## src/rtl/simon_pkg.sv

```systemverilog
// Shared Simon game definitions: controller state encoding and mode LED patterns.
// No logic; imported by the controller and by the datapath bench.
// Four states fill the 2-bit encoding.
package simon_pkg;

    typedef enum logic [1:0] {
        ST_INPUT    = 2'd0,
        ST_PLAYBACK = 2'd1,
        ST_REPEAT   = 2'd2,
        ST_DONE     = 2'd3
    } state_t;

    localparam logic [2:0] LED_MODE_INPUT    = 3'b001;
    localparam logic [2:0] LED_MODE_PLAYBACK = 3'b010;
    localparam logic [2:0] LED_MODE_REPEAT   = 3'b100;
    localparam logic [2:0] LED_MODE_DONE     = 3'b111;

endpackage

```

## src/rtl/simon_control.sv

```systemverilog
// Simon game sequencer: drives datapath counter/memory/display strobes from status flags.
// Outputs are combinational from state, status and reset; one transition per clk edge.
// No backpressure; optional SIMON_CTRL_FULL_GUARD_EN adds count_full to stop count at 63.
module simon_control
    import simon_pkg::*;
(
    input  logic       clk,
    input  logic       reset,
    input  logic       index_lt_count,
    input  logic       pattern_eq_mem,
    input  logic       pattern_valid,
`ifdef SIMON_CTRL_FULL_GUARD_EN
    input  logic       count_full,
`endif
    output logic       count_cnt,
    output logic       count_clr,
    output logic       index_cnt,
    output logic       index_clr,
    output logic       write_en,
    output logic       load_level,
    output logic       disp_mem,
    output logic [2:0] mode_leds
);

    state_t state_q;
    state_t state_d;
    logic   last_full;

`ifdef SIMON_CTRL_FULL_GUARD_EN
    // A full sequence must not advance count, or it would wrap back to zero.
    assign last_full = count_full;
`else
    // Without the guard, count simply wraps modulo 64.
    assign last_full = 1'b0;
`endif

    // State register with synchronous reset back to INPUT.
    always_ff @(posedge clk) begin
        if (reset) begin
            state_q <= ST_INPUT;
        end else begin
            state_q <= state_d;
        end
    end

    // Next-state and output decode; reset overrides every state's decode.
    always_comb begin
        state_d    = state_q;
        count_cnt  = 1'b0;
        count_clr  = 1'b0;
        index_cnt  = 1'b0;
        index_clr  = 1'b0;
        write_en   = 1'b0;
        load_level = 1'b0;
        disp_mem   = 1'b0;
        mode_leds  = LED_MODE_DONE;

        case (state_q)
            ST_INPUT: begin
                mode_leds = LED_MODE_INPUT;
                if (pattern_valid) begin
                    write_en  = 1'b1;
                    index_clr = 1'b1;
                    state_d   = ST_PLAYBACK;
                end
            end
            ST_PLAYBACK: begin
                mode_leds = LED_MODE_PLAYBACK;
                disp_mem  = 1'b1;
                if (index_lt_count) begin
                    index_cnt = 1'b1;
                end else begin
                    index_clr = 1'b1;
                    state_d   = ST_REPEAT;
                end
            end
            ST_REPEAT: begin
                mode_leds = LED_MODE_REPEAT;
                // A mismatch ends the game regardless of position.
                if (!pattern_eq_mem) begin
                    index_clr = 1'b1;
                    state_d   = ST_DONE;
                end else if (index_lt_count) begin
                    index_cnt = 1'b1;
                end else if (last_full) begin
                    index_clr = 1'b1;
                    state_d   = ST_DONE;
                end else begin
                    count_cnt = 1'b1;
                    state_d   = ST_INPUT;
                end
            end
            ST_DONE: begin
                mode_leds = LED_MODE_DONE;
                disp_mem  = 1'b1;
                if (index_lt_count) begin
                    index_cnt = 1'b1;
                end else begin
                    index_clr = 1'b1;
                end
            end
            default: begin
                // Illegal encodings show DONE and recover through INPUT.
                mode_leds = LED_MODE_DONE;
                disp_mem  = 1'b1;
                state_d   = ST_INPUT;
            end
        endcase

        if (reset) begin
            count_cnt  = 1'b0;
            index_cnt  = 1'b0;
            write_en   = 1'b0;
            disp_mem   = 1'b0;
            load_level = 1'b1;
            count_clr  = 1'b1;
            index_clr  = 1'b1;
            mode_leds  = LED_MODE_INPUT;
            state_d    = ST_INPUT;
        end
    end

endmodule

```

## config.mk

```make
export PLATFORM = sky130hd
export DESIGN_NAME = simon_control
export DESIGN_NICKNAME = d
export VERILOG_FILES = /design/src/rtl/simon_pkg.sv /design/src/rtl/simon_control.sv
export SDC_FILE = /design/constraint.sdc
export NUM_CORES = 1
export LEC_CHECK = 0
export BUFFER_PORTS_ARGS = -buffer_cell sky130_fd_sc_hd__clkbuf_2
export CORE_AREA = 2 2 39 41
export DETAILED_ROUTE_END_ITERATION = 8
export DIE_AREA = 0 0 41 43
export PLACE_DENSITY_LB_ADDON = 0.05
export SYNTH_ARGS = -nofsm -noshare
export SYNTH_HDL_FRONTEND = slang
export SYNTH_SLANG_ARGS = --single-unit
```

## constraint.sdc

```tcl
create_clock -name clk -period 3.6 [get_ports clk]
set_input_delay 0.36 -clock clk [delete_from_list [all_inputs] [get_ports clk]]
set_output_delay 0.36 -clock clk [all_outputs]
set_load 0.02 [all_outputs]
```

==> metrics <==
Power Dens Cells around 550 mW/mm²; hold-fix buffers at CTS 0; most common cell after layout, fill and taps aside clkbuf_2; Num CTS Buffers 3; Core ar. between 0.001 and 0.0015 mm²; Root Buffer clkbuf_4; RSZ-0062 raised after global routing false; fin crit share 60.7%; Synth Area in XOR/XNOR 0%; pre-CTS WS between 1.5 and 2 ns; initial antenna violation count 0; area delta synth->final 27.6%; post-synthesis compound-gate area fraction a little over a fifth; Worst path max stage delay between 0.5 and 0.6 ns; Detailed Routing Iterations Pass 1 3; Leakage 0.237 nW; Mapped Area 335 µm²; Post-Synth Simple-Gate Area 19.8%; via count 326; setup repair bufs after CTS 0; syn avg cell area 8.18 µm²; setup TNS 0 ns; Non-Filler Instances 71; DP Cell Count 68; vias in the first global route 303; Final Wtd Congestion 0.750; fin. max-slew vios 0; Routed Antenna Nets 0; Sw Share 46.4%; Hold Vio Cnt, Final 0; Synth Instances 41; crit path buf inv count 2; nets@finish 69; layout cells sized above 1 between 30 and 40%; worst-path cell chain inv_1 -> ha_1 -> nand2_1 -> a2111oi_0 -> clkbuf_2; Clock Tree Buf Depth 2; mux cell area share after synthesis under 10%; die area about 0.0018 mm²; critical path's slowest cell a2111oi_0; endpoint type of the worst setup path output pin; synthesized flop and latch total 2; fill count 152; clock period minus worst slack 2.19 ns; Rel. slew slack 63.2%; GRT Total Usage 10.8%; aggregate routed wire length approximately 780 µm; io pins 15; type of the worst min-delay path primary input to register; CTS tree built; worst-path maximum fanout 5; sequential fraction of the synthesis area 11.9%; Starting Density 24.2%; crit path DAT between 1.5 and 2 ns; clock slew seen by the registers of the worst setup and hold paths 0.03 ns; global-route wire length before repair 1310 µm; net load switching power 0.109 mW; status complete, no violations; dpl hpwl 643 µm; Syn Nets 53; Fmax roughly 0.46 GHz; FP Rows 14; H-tree levels 1; setup ws final 1.41 ns; MaxCap Viol Count 0; FF-to-FF setup slack 1.89 ns; number of flip-flops in the largest register 2; Comb pwr share 63.2%; delay-heaviest family, CP compound AO/OA/AOI/OAI gates; routed vias/inst approximately 4.6; CTS sink cnt 2; Die Y 43 µm; # setup viols final 0; Pint 0.125 mW; Skew-Pair Late Insertion Delay between 0.2 and 0.25 ns; total gr overflow 0; WS Path Type register to output pin; clock network fraction of total power 20.6%; port bufs 14; n_diodes 0; worst-case vdd ir drop roughly 0.00023 V; largest net degree at the start of global routing 12; post-cts gate resize count 0; Routed wire per std cell 10.9 µm; Residual DRC 0; drt initial violations 3; Most flops, register state_q; Yosys cell types 18; Seq pwr share 16.2%; worst-margin pin slew 0.538 ns; largest family of logic cells by synthesized area adder cells; Post-Synth Adder-Cell Area about a quarter; commonest non-fill, non-tap cells in the layout 14 x clkbuf_2, 7 x inv_1, 7 x ha_1, 4 x nor2_1; CP required 3.24 ns; yosys warns 0; Critical Path Start Type register; Worst Skew around 0.0022 ns; top flop regs state_q x2; chip width between 40 and 50 µm
## stage by stage
| step | hold slack, ns | instance area (µm²) | utilization, % | power [mW] |
|---|---|---|---|---|
| 6_report | 0.522 | 428 | 30.9 | 0.234 |
| 5_1_grt | 0.551 | 428 | 30.9 | 0.259 |
| 4_1_cts | 0.521 | 428 | 30.9 | 0.238 |
| 3_5_place_dp | 0.544 | 405 | 29.3 | 0.187 |
| 3_3_place_gp | 0.541 | 405 | 29.3 | 0.187 |
| 2_1_floorplan | 0.498 | 335 | - | 0.152 |
## synth_stat cells
cell | instances | area, µm²
a2111oi_0 | 1 | 8.76
a21o_1 | 2 | 15.0
a21oi_1 | 1 | 5.00
a221oi_4 | 1 | 26.3
and3_1 | 1 | 6.26
and4_1 | 1 | 8.76
buf_2 | 1 | 5.00
buf_4 | 2 | 15.0
dfxtp_1 | 2 | 40.0
ha_1 | 7 | 87.6
inv_1 | 7 | 26.3
mux2_4 | 1 | 15.0
mux2i_1 | 1 | 10.0
nand2_1 | 2 | 7.51
nand2b_1 | 3 | 18.8
nor2_1 | 4 | 15.0
nor3_1 | 2 | 10.0
o211ai_1 | 2 | 15.0
## cell type report
class                      count  area [µm²]  area share (%)
tap                           16        20.0            4.68
multi-input combinational     29         249            58.2
clock buffer                   3        22.5            5.26
timing repair buffer          14        70.1            16.4
sequential                     2        40.0            9.36
inverter                       7        26.3            6.14
## power groups by stage
| stage | logic, mW | clock network, mW | registers, mW |
|---|---|---|---|
| global placement | 0.149 | 0 | 0.0383 |
| CTS | 0.149 | 0.0510 | 0.0380 |
| global route | 0.166 | 0.0528 | 0.0399 |
| finish | 0.148 | 0.0482 | 0.0379 |
| floorplan | 0.116 | 0 | 0.0361 |
| detailed placement | 0.148 | 0 | 0.0384 |
## cells by family after synthesis
group / count (synthesis)
buffers and inverters: 10
DFF: 2
AOI/OAI and AO/OA: 7
adders and majority gates: 7
muxes: 2
and+or+nand+nor: 13
## layer usage
layer  track usage (%)  up-vias  wire, µm
li1                  -      169         -
met1              13.7      143       345
met2              15.6       14       358
met3              4.71        0        72
met4              4.00        0         0
met5                 0        -         0
## worst reg2reg max path, delay by kind of cell, from the launching register on
family	cells	cell delay (ns)
adder cells (fa/ha/maj)	1	0.25
flip-flops	1	0.40
multiplexers	1	0.33
buffers and inverters	1	0.13
AO/OA/AOI/OAI	2	0.49
## path summary, 6_finish.rpt
kind / start / end / cells past startpoint
min reg2reg: state_q[0] / state_q[0] / 2
max reg2reg: state_q[0] / state_q[1] / 5
max: state_q[0] / index_cnt / 5
min: index_lt_count / state_q[0] / 3
(Power assumes the default switching activity.)
